===== config.mk =====
export PLATFORM = sky130hd
export DESIGN_NAME = move_scheduler_flat
export DESIGN_NICKNAME = d
export VERILOG_FILES = /design/src/rtl/move_scheduler_if.sv /design/src/rtl/move_scheduler.sv /design/src/flat_wrapper.sv
export SDC_FILE = /design/constraint.sdc
export NUM_CORES = 1
export LEC_CHECK = 0
export CORE_UTILIZATION = 53
export CTS_CLUSTER_DIAMETER = 200
export DETAILED_ROUTE_END_ITERATION = 8
export PLACE_DENSITY = 0.84
export SLEW_MARGIN = 40
export SYNTH_ARGS = -nofsm -noshare
export SYNTH_HDL_FRONTEND = slang
export SYNTH_SLANG_ARGS = --single-unit

===== constraint.sdc =====
create_clock -name clk -period 4.3 [get_ports clk]
set_input_delay 0.645 -clock clk [delete_from_list [all_inputs] [get_ports clk]]
set_output_delay 0.645 -clock clk [all_outputs]
set_load 0.01 [all_outputs]

===== src/rtl/move_scheduler_if.sv =====
// Maze-read and enable-publication bus between the move scheduler and its
// maze memory and movement controllers.
interface move_scheduler_if #(
    parameter int N_ENT = 4,
    parameter int X_W   = 5,
    parameter int Y_W   = 5
);
    localparam int ID_W = (N_ENT > 1) ? $clog2(N_ENT) : 1;

    logic            rd_en;
    logic [X_W-1:0]  rd_x;
    logic [Y_W-1:0]  rd_y;
    logic            rd_wall;
    logic            en_valid;
    logic [ID_W-1:0] en_id;
    logic            uE;
    logic            dE;
    logic            rE;
    logic            lE;
    logic            step;

    modport master (
        output rd_en, rd_x, rd_y,
        input  rd_wall,
        output en_valid, en_id, uE, dE, rE, lE, step
    );

    modport slave (
        input  rd_en, rd_x, rd_y,
        output rd_wall,
        input  en_valid, en_id, uE, dE, rE, lE, step
    );
endinterface


===== src/rtl/move_scheduler.sv =====
// Game-tick sequencer: snapshots entity tiles, reads four neighbour walls per
// entity from the shared maze memory, publishes open directions, then steps.
module move_scheduler #(
    parameter int N_ENT    = 4,
    parameter int X_W      = 5,
    parameter int Y_W      = 5,
    parameter int MAZE_W   = 28,
    parameter int MAZE_H   = 31,
    parameter int TICK_DIV = 2500000
) (
    input  logic                   clk,
    input  logic                   reset,
    input  logic                   run,
    input  logic [N_ENT*X_W-1:0]   ent_x,
    input  logic [N_ENT*Y_W-1:0]   ent_y,
    move_scheduler_if.master       bus,
    output logic                   busy,
    output logic                   overrun
);
    localparam int ID_W = (N_ENT > 1) ? $clog2(N_ENT) : 1;
    localparam int PS_W = (TICK_DIV > 1) ? $clog2(TICK_DIV) : 1;
    localparam logic [PS_W-1:0] PS_LAST = PS_W'(TICK_DIV - 1);
    localparam logic [ID_W-1:0] ID_LAST = ID_W'(N_ENT - 1);

    typedef enum logic [2:0] {
        IDLE,
        RD_U,
        RD_D,
        RD_R,
        RD_L,
        WAIT,
        PUB,
        STEP
    } state_t;

    state_t r_state;
    state_t w_next;

    logic [PS_W-1:0] r_presc;
    logic            w_tick;
    logic [ID_W-1:0] r_idx;
    logic [X_W-1:0]  r_snapX [N_ENT];
    logic [Y_W-1:0]  r_snapY [N_ENT];
    logic            r_wallU;
    logic            r_wallD;
    logic            r_wallR;
    logic            r_uE;
    logic            r_dE;
    logic            r_rE;
    logic            r_lE;
    logic            r_overrun;

    logic [X_W-1:0]  w_curX;
    logic [Y_W-1:0]  w_curY;
    logic            w_oor;
    logic            w_blkU;
    logic            w_blkD;
    logic            w_blkR;
    logic            w_blkL;
    logic [Y_W-1:0]  w_upY;
    logic [Y_W-1:0]  w_dnY;
    logic [X_W-1:0]  w_rtX;
    logic [X_W-1:0]  w_ltX;

    assign w_tick = run && (r_presc == PS_LAST);

    always_ff @(posedge clk) begin
        if (reset || !run || w_tick) begin
            r_presc <= '0;
        end else begin
            r_presc <= r_presc + PS_W'(1);
        end
    end

    // The sweep works only from this snapshot so mid-sweep input motion is ignored.
    always_ff @(posedge clk) begin
        if (reset) begin
            for (int i = 0; i < N_ENT; i++) begin
                r_snapX[i] <= '0;
                r_snapY[i] <= '0;
            end
        end else if (w_tick && (r_state == IDLE)) begin
            for (int i = 0; i < N_ENT; i++) begin
                r_snapX[i] <= ent_x[i*X_W +: X_W];
                r_snapY[i] <= ent_y[i*Y_W +: Y_W];
            end
        end
    end

    assign w_curX = r_snapX[r_idx];
    assign w_curY = r_snapY[r_idx];

    assign w_oor  = (32'(w_curX) >= MAZE_W) || (32'(w_curY) >= MAZE_H);
    assign w_blkU = (w_curY == '0);
    assign w_blkD = (32'(w_curY) >= MAZE_H - 1);
    assign w_blkR = (32'(w_curX) >= MAZE_W - 1);
    assign w_blkL = (w_curX == '0);

    // Off-grid neighbours are read at the entity's own tile to keep timing fixed.
    assign w_upY = w_blkU ? w_curY : w_curY - Y_W'(1);
    assign w_dnY = w_blkD ? w_curY : w_curY + Y_W'(1);
    assign w_rtX = w_blkR ? w_curX : w_curX + X_W'(1);
    assign w_ltX = w_blkL ? w_curX : w_curX - X_W'(1);

    always_ff @(posedge clk) begin
        if (reset) begin
            r_wallU <= 1'b0;
            r_wallD <= 1'b0;
            r_wallR <= 1'b0;
            r_uE    <= 1'b0;
            r_dE    <= 1'b0;
            r_rE    <= 1'b0;
            r_lE    <= 1'b0;
        end else begin
            case (r_state)
                RD_D: r_wallU <= bus.rd_wall;
                RD_R: r_wallD <= bus.rd_wall;
                RD_L: r_wallR <= bus.rd_wall;
                WAIT: begin
                    r_uE <= !(w_oor || w_blkU || r_wallU);
                    r_dE <= !(w_oor || w_blkD || r_wallD);
                    r_rE <= !(w_oor || w_blkR || r_wallR);
                    r_lE <= !(w_oor || w_blkL || bus.rd_wall);
                end
                default: ;
            endcase
        end
    end

    always_ff @(posedge clk) begin
        if (reset || (r_state == IDLE)) begin
            r_idx <= '0;
        end else if ((r_state == PUB) && (r_idx != ID_LAST)) begin
            r_idx <= r_idx + ID_W'(1);
        end
    end

    // A tick that lands during a sweep is dropped and remembered here until reset.
    always_ff @(posedge clk) begin
        if (reset) begin
            r_overrun <= 1'b0;
        end else if (w_tick && (r_state != IDLE)) begin
            r_overrun <= 1'b1;
        end
    end

    always_ff @(posedge clk) begin
        if (reset) begin
            r_state <= IDLE;
        end else begin
            r_state <= w_next;
        end
    end

    always_comb begin
        w_next       = r_state;
        bus.rd_en    = 1'b0;
        bus.rd_x     = '0;
        bus.rd_y     = '0;
        bus.en_valid = 1'b0;
        bus.step     = 1'b0;
        busy         = (r_state != IDLE);
        case (r_state)
            IDLE: begin
                if (w_tick) begin
                    w_next = RD_U;
                end
            end
            RD_U: begin
                bus.rd_en = 1'b1;
                bus.rd_x  = w_curX;
                bus.rd_y  = w_upY;
                w_next    = RD_D;
            end
            RD_D: begin
                bus.rd_en = 1'b1;
                bus.rd_x  = w_curX;
                bus.rd_y  = w_dnY;
                w_next    = RD_R;
            end
            RD_R: begin
                bus.rd_en = 1'b1;
                bus.rd_x  = w_rtX;
                bus.rd_y  = w_curY;
                w_next    = RD_L;
            end
            RD_L: begin
                bus.rd_en = 1'b1;
                bus.rd_x  = w_ltX;
                bus.rd_y  = w_curY;
                w_next    = WAIT;
            end
            WAIT: begin
                w_next = PUB;
            end
            PUB: begin
                bus.en_valid = 1'b1;
                w_next       = (r_idx == ID_LAST) ? STEP : RD_U;
            end
            STEP: begin
                bus.step = 1'b1;
                w_next   = IDLE;
            end
            default: begin
                w_next = IDLE;
            end
        endcase
    end

    assign bus.en_id = r_idx;
    assign bus.uE    = r_uE;
    assign bus.dE    = r_dE;
    assign bus.rE    = r_rE;
    assign bus.lE    = r_lE;
    assign overrun   = r_overrun;
endmodule

===== src/flat_wrapper.sv =====
// flat-port wrapper written by rule: the top's interface ports become plain ports
module move_scheduler_flat 
#(
    parameter int N_ENT    = 4,
    parameter int X_W      = 5,
    parameter int Y_W      = 5,
    parameter int MAZE_W   = 28,
    parameter int MAZE_H   = 31,
    parameter int TICK_DIV = 2500000
)
  (clk, reset, run, ent_x, ent_y, busy, overrun, bus_rd_en, bus_rd_x, bus_rd_y, bus_rd_wall, bus_en_valid, bus_en_id, bus_uE, bus_dE, bus_rE, bus_lE, bus_step);
  move_scheduler_if #(.N_ENT(N_ENT), .X_W(X_W), .Y_W(Y_W)) bus_i ();
  input  logic clk;
  input  logic reset;
  input  logic run;
  input  logic [N_ENT*X_W-1:0] ent_x;
  input  logic [N_ENT*Y_W-1:0] ent_y;
  output logic busy;
  output logic overrun;
  output wire logic [$bits(bus_i.rd_en)-1:0] bus_rd_en;
  output wire logic [$bits(bus_i.rd_x)-1:0] bus_rd_x;
  output wire logic [$bits(bus_i.rd_y)-1:0] bus_rd_y;
  input wire logic [$bits(bus_i.rd_wall)-1:0] bus_rd_wall;
  output wire logic [$bits(bus_i.en_valid)-1:0] bus_en_valid;
  output wire logic [$bits(bus_i.en_id)-1:0] bus_en_id;
  output wire logic [$bits(bus_i.uE)-1:0] bus_uE;
  output wire logic [$bits(bus_i.dE)-1:0] bus_dE;
  output wire logic [$bits(bus_i.rE)-1:0] bus_rE;
  output wire logic [$bits(bus_i.lE)-1:0] bus_lE;
  output wire logic [$bits(bus_i.step)-1:0] bus_step;
  assign bus_rd_en = bus_i.rd_en;
  assign bus_rd_x = bus_i.rd_x;
  assign bus_rd_y = bus_i.rd_y;
  assign bus_i.rd_wall = bus_rd_wall;
  assign bus_en_valid = bus_i.en_valid;
  assign bus_en_id = bus_i.en_id;
  assign bus_uE = bus_i.uE;
  assign bus_dE = bus_i.dE;
  assign bus_rE = bus_i.rE;
  assign bus_lE = bus_i.lE;
  assign bus_step = bus_i.step;
  move_scheduler #(.N_ENT(N_ENT), .X_W(X_W), .Y_W(Y_W), .MAZE_W(MAZE_W), .MAZE_H(MAZE_H), .TICK_DIV(TICK_DIV)) u_core (.clk(clk), .reset(reset), .run(run), .ent_x(ent_x), .ent_y(ent_y), .bus(bus_i), .busy(busy), .overrun(overrun));
endmodule

After elaboration in Yosys (flattened, before gate mapping)
Memory sizes are Yosys's and may differ from the RTL's. A register that Yosys moved wholly into a read port is not among the register bits.
Cells that the tools add are included.
- add/sub/neg operators: 6
- $lt $le $gt $ge: 4
- equality and inequality tests: 11
- multiplexer cells: 29
- bitwise gates (word level): 8
- reduce and logical (&&, ||, !) cells: 28
- operators with widths (operator ; count):
    5-bit 2-to-1 mux ; 12
    5-bit one-hot mux with 3 select lines ; 2
    3-bit one-hot mux with 8 select lines ; 1
    22-bit by 1-bit adder with 22-bit output (second input constant) ; 1
    22-bit equality test (second input constant) ; 1
    5-bit greater-or-equal comparator (second input constant) ; 4
    3-bit equality test (second input constant) ; 4
    1-bit logical OR ; 12
    5-bit by 1-bit adder with 5-bit output (second input constant) ; 2
    5-bit logical NOT ; 2
    5-bit by 1-bit subtractor with 5-bit output (second input constant) ; 2
    1-bit 2-to-1 mux ; 8
    2-bit 2-to-1 mux ; 4
    1-bit OR ; 8
    3-bit by 2-bit equality test with 1-bit output (second input constant) ; 2
    3-bit 2-to-1 mux ; 2
    1-bit logical NOT ; 5
    1-bit logical AND ; 4
    2-bit OR reduction ; 2
    4-bit OR reduction ; 1
    3-bit by 1-bit equality test with 1-bit output (second input constant) ; 1
    3-bit logical NOT ; 1
    3-bit nonzero test ; 1
    2-bit by 1-bit adder with 2-bit output (second input constant) ; 1
    3 further kinds ; 3
- flip-flop bits (word level): 35
- bits in writable memories: 40
- input port bits: 44
- output and inout port bits: 21
- logic and storage cells: 99
- memories kept: 2
- memory list (memory ; depth ; width ; read ports ; clocked after memory_dff ; write ports ; RTL line ; source):
    u_core.r_snapX ; 4 ; 5 ; 1 ; 1 ; 4 ; move_scheduler.sv:42 ; logic [X_W-1:0] r_snapX [N_ENT];
    u_core.r_snapY ; 4 ; 5 ; 1 ; 1 ; 4 ; move_scheduler.sv:43 ; logic [Y_W-1:0] r_snapY [N_ENT];

Logic depth before layout (Yosys ltp)
- word-level depth: 7
- gate-level depth with buffers: 8
- gate-level depth less buffers: 7

Worst setup path before layout
OpenSTA, ideal clock, no wires.
- path kind: flip-flop to flip-flop
- start: register u_core.r_presc[0]
- end: memory u_core.r_snapX[0][0], enable pin
- setup time: 0.446 ns
- data arrival time: 3.039 ns
- data required time: 3.854 ns
- setup slack: 0.815 ns
- cell stages (with the launch flop): 6
- path buffers: 0
- period minus slack after synthesis: 3.485 ns
- cells stage by stage: dfxtp_1 ha_1 and4_1 and3_1 nand4_1 o21bai_1
- RTL lines (element ; RTL line ; source):
    from (decl) ; move_scheduler.sv:39 ; logic [PS_W-1:0] r_presc;
    from (signal assigned) ; move_scheduler.sv:71 ; r_presc <= r_presc + PS_W'(1);
    to (decl) ; move_scheduler.sv:42 ;

==> flow_summary_export.csv <==
group,metric,value,unit
run_status,status,"completed",
worst_setup_path,crit_buf_inv,2,
layout,seqCellArea,0.00194,mm²
global_route,grt_max_degree,41,
layout,finalNetCount,490,
worst_setup_path,worst_path_max_delay_cell,"mux4_1",
worst_setup_path,regToRegSetupSlack,1600,ps
synthesis,synth_area,0.00392,mm²
routing,drt_drc_violations_left,0,
worst_setup_path,timing.setup.critical_path_class,"flip-flop to output pin",
placement,finalWeightedCongestion,0.952,
power_and_ir_drop,p_int,0.00121,W
run,cap_viol_max_count,0,
floorplan,start_util,0.562,
worst_setup_path,critical_path.startpoint_type,"flip-flop",
sta,finalHoldViolCount,0,
floorplan,die_height,88.0,µm
synthesis,yosysSeqAreaShare,0.495,
min_path,hold_path.class,"flip-flop to flip-flop",
worst_setup_path,worstPathRequired,3650,ps
layout,final_layout_size_suffix_gt1_frac,0.0905,
routing,detailed_route_vias_per_instance,5.78,
layout,final_instance_area,0.00490,mm²
routing,via_count,3110,
layout,insertedDiodeCount,0,
global_route,global_route.overflow_total,0,
cts,htree_levels,3,
power_and_ir_drop,comb_power_share,0.117,
synthesis,synth-main-ff-cell,"edfxtp_1",
sta,slew_viol_final,0,
floorplan,fp.dieArea,0.00775,mm²
sta,timing.clock.skew,11.0,ps
floorplan,core_region_area,0.00698,mm²
synthesis,number_of_flops_mapped_to_enable_cells_by_yosys,40,
global_route,first_global_vias,3063,
synthesis,post_synth.cell_area_avg,10.5,µm²
floorplan,floorplan.rows,30,
routing,postRouteAntennaNets,0,
synthesis,synth_fp_nets,425,
layout,nFillCells,496,
sta,setup_repair_after_global_routing_missed_its_margin,"false",
synthesis,synth_async_sr_flop_share,0,
sta,maxSlewHeadroom,0.539,
placement,detailed_place_hpwl,6390,µm
worst_setup_path,endpoint,"bus_rd_y[1]",
cts,ctsRootBufferMaster,"clkbuf_8",
synthesis,postSynthCellCount,372,
sta,report.final.setup_viol,0,
worst_setup_path,worstRegToRegCells,7,
routing,detail_route.wl_per_cell,16.4,µm
power_and_ir_drop,power_density,322,mW/mm²
sta,period_needed,3960,ps
power_and_ir_drop,clkPwrFrac,0.376,
synthesis,synth.ff_latch_count,77,
synthesis,yosysUniqueCellTypes,55,
worst_setup_path,critPathCaptureType,"output pin",
cts,number_of_setup_buffers_added_after_cts,0,
global_route,number_of_antenna_violations_at_the_first_check_in_global_routing,0,
sta,tns,0,ps
power_and_ir_drop,power.ir.vdd_worst,0.000190,V
global_route,grt_first_pass_wirelength,14400,µm
power_and_ir_drop,net-switching-power,0.000371,W
global_route,grtUsageTotal,0.244,
layout,post_layout_nonfiller_instances,538,
cts,cts_num_sinks,77,
worst_setup_path,crit_chain,"mux4_1 -> inv_1 -> ha_1 -> nor4b_2 -> nand2b_1 -> nor3_1 -> a221o_1 -> clkdlybuf4s50_1",
power_and_ir_drop,power.share.switching,0.235,
floorplan,die_width,88.0,µm
layout,multiInputGateArea,0.00188,mm²
synthesis,yosys_warnings,0,
routing,totalWireLength,8820,µm
cts,clk_pin_slew,80,ps
placement,dpl.cell_count,521,
power_and_ir_drop,p_leak,1.74,nW
worst_setup_path,path_depth,8,
cts,cts_inserted_buffers,9,
cts,cts_tree,"built",
sta,tightestPinTransition,689,ps
cts,worstSkewPairLatency,340,ps
sta,final_min_period_over_clock_period,0.920,
worst_setup_path,path_max_fanout,5,
layout,utilization,0.702,
worst_setup_path,critPathArrivalTime,3310,ps
worst_setup_path,crit_path_max_incr_delay,660,ps
worst_setup_path,critPathTopFamily,"multiplexers",
cts,max-clock-path-buffers,2,
routing,detail_route.iter0.violations,232,
power_and_ir_drop,register_share_of_total_power,0.507,
layout,area_growth,25.0,%
placement,dpl_cell_area,0.00467,mm²
routing,first_pass_iters,5,
floorplan,number_of_primary_i_o_pins,65,
cts,post_cts_resize_count,0,
placement,io_buffer_count,64,
worst_setup_path,rr_endpoint,"u_core.bus.lE$_SDFFE_PP0P_",
sta,fmax,253,MHz
cts,cts_hold_repair.buffers,0,
## cell usage in the layout, fill, tap and decap left out, drive strengths merged, types with 4 or more instances in the layout
cell	Yosys	final
o21ai	9	9
mux4	10	10
nand4	5	5
and3	9	9
clkdlybuf4s50	0	64
buf	5	5
inv	11	12
xor2	6	6
nand3	10	10
clkbuf	10	10
o31ai	4	4
a21oi	16	16
dfxtp	37	37
nor3	13	13
and2	41	41
ha	9	9
edfxtp	40	40
nor2	43	43
nand2	33	33
nand2b	4	4
nor4b	5	5
xnor2	18	18
## layout make-up
type                       instances  area share
tap                               96      0.0245
multi-input combinational        269       0.383
sequential                        77       0.396
inverter                          11     0.00842
clock buffer                      10      0.0260
clock inverter                     6      0.0176
timing repair buffer              69       0.145
## cell usage after synthesis (all sizes together), types with 2 or more instances
library cell,count,area share
a221o,2,0.0051
buf,5,0.011
o21ai,9,0.011
nand3,10,0.013
mux4,10,0.058
nand3b,2,0.0038
nor2,43,0.041
nor3b,3,0.0057
xor2,6,0.013
nor4,3,0.0048
xnor2,18,0.040
and2,41,0.066
inv,11,0.011
o31ai,4,0.0077
nor4b,5,0.017
nor3,13,0.017
and4,2,0.0045
nand2,33,0.032
ha,9,0.029
clkbuf,10,0.0099
a211o,2,0.0045
and3,9,0.014
nand2b,4,0.0064
edfxtp,40,0.31
dfxtp,37,0.19
mux2i,2,0.0051
a21oi,16,0.021
nand4,5,0.0080
## layer usage
| metal | wire, µm | global-route usage | part of all wire |
|---|---|---|---|
| met1 | 3570 | 0.305 | 0.41 |
| met2 | 4520 | 0.417 | 0.51 |
| met3 | 520 | 0.0434 | 0.059 |
| met4 | 200 | 0.106 | 0.023 |
| met5 | 0 | 0 | 0 |
## cell families after synthesis
family | Yosys count | share of synthesized area
flip-flops | 77 | 0.495
adder cells (fa/ha/maj) | 9 | 0.0287
multiplexers | 12 | 0.0635
buffers and inverters | 26 | 0.0319
AND/OR/NAND/NOR | 175 | 0.237
AO/OA/AOI/OAI | 49 | 0.0903
XOR/XNOR | 24 | 0.0536
## stage by stage
stage / setup WS (ps) / power [W] / hold slack, ps
after floorplan: 815 / 0.000902 / 418
after global routing: 188 / 0.00163 / 486
final: 342 / 0.00158 / 455
after detailed placement: 751 / 0.000997 / 450
after global placement: 879 / 0.000988 / 440
after CTS: 357 / 0.00158 / 462
## state kept, by name (all words and copies together), names as in the netlist, 2 cells and up, named ones only
name	flops
u_core.bus.en_id	2
u_core.r_presc	22
u_core.r_snapX	20
u_core.r_snapY	20
u_core.r_state	3
## worst min-delay path by stage
stage / start / endpoint / slack [ps] / cells after the start
floorplan: u_core.r_wallD$_SDFFE_PP0P_ / u_core.bus.dE$_SDFFE_PP0P_ / 420 / 1
global placement: u_core.r_wallD$_SDFFE_PP0P_ / u_core.bus.dE$_SDFFE_PP0P_ / 440 / 1
detailed placement: u_core.r_wallU$_SDFFE_PP0P_ / u_core.bus.uE$_SDFFE_PP0P_ / 450 / 1
CTS: u_core.r_wallU$_SDFFE_PP0P_ / u_core.bus.uE$_SDFFE_PP0P_ / 460 / 1
global route: u_core.r_wallU$_SDFFE_PP0P_ / u_core.bus.uE$_SDFFE_PP0P_ / 490 / 1
finish: u_core.r_wallU$_SDFFE_PP0P_ / u_core.bus.uE$_SDFFE_PP0P_ / 450 / 1
## power by group through the flow
stage	logic (W)	registers [W]	clock network, W
3_5_place_dp	0.000180	0.000817	0
4_1_cts	0.000181	0.000800	0.000599
5_1_grt	0.000198	0.000803	0.000625
6_report	0.000184	0.000801	0.000593
3_3_place_gp	0.000171	0.000817	0
2_1_floorplan	0.0000950	0.000807	0
Power figures use the tool's default switching activity.
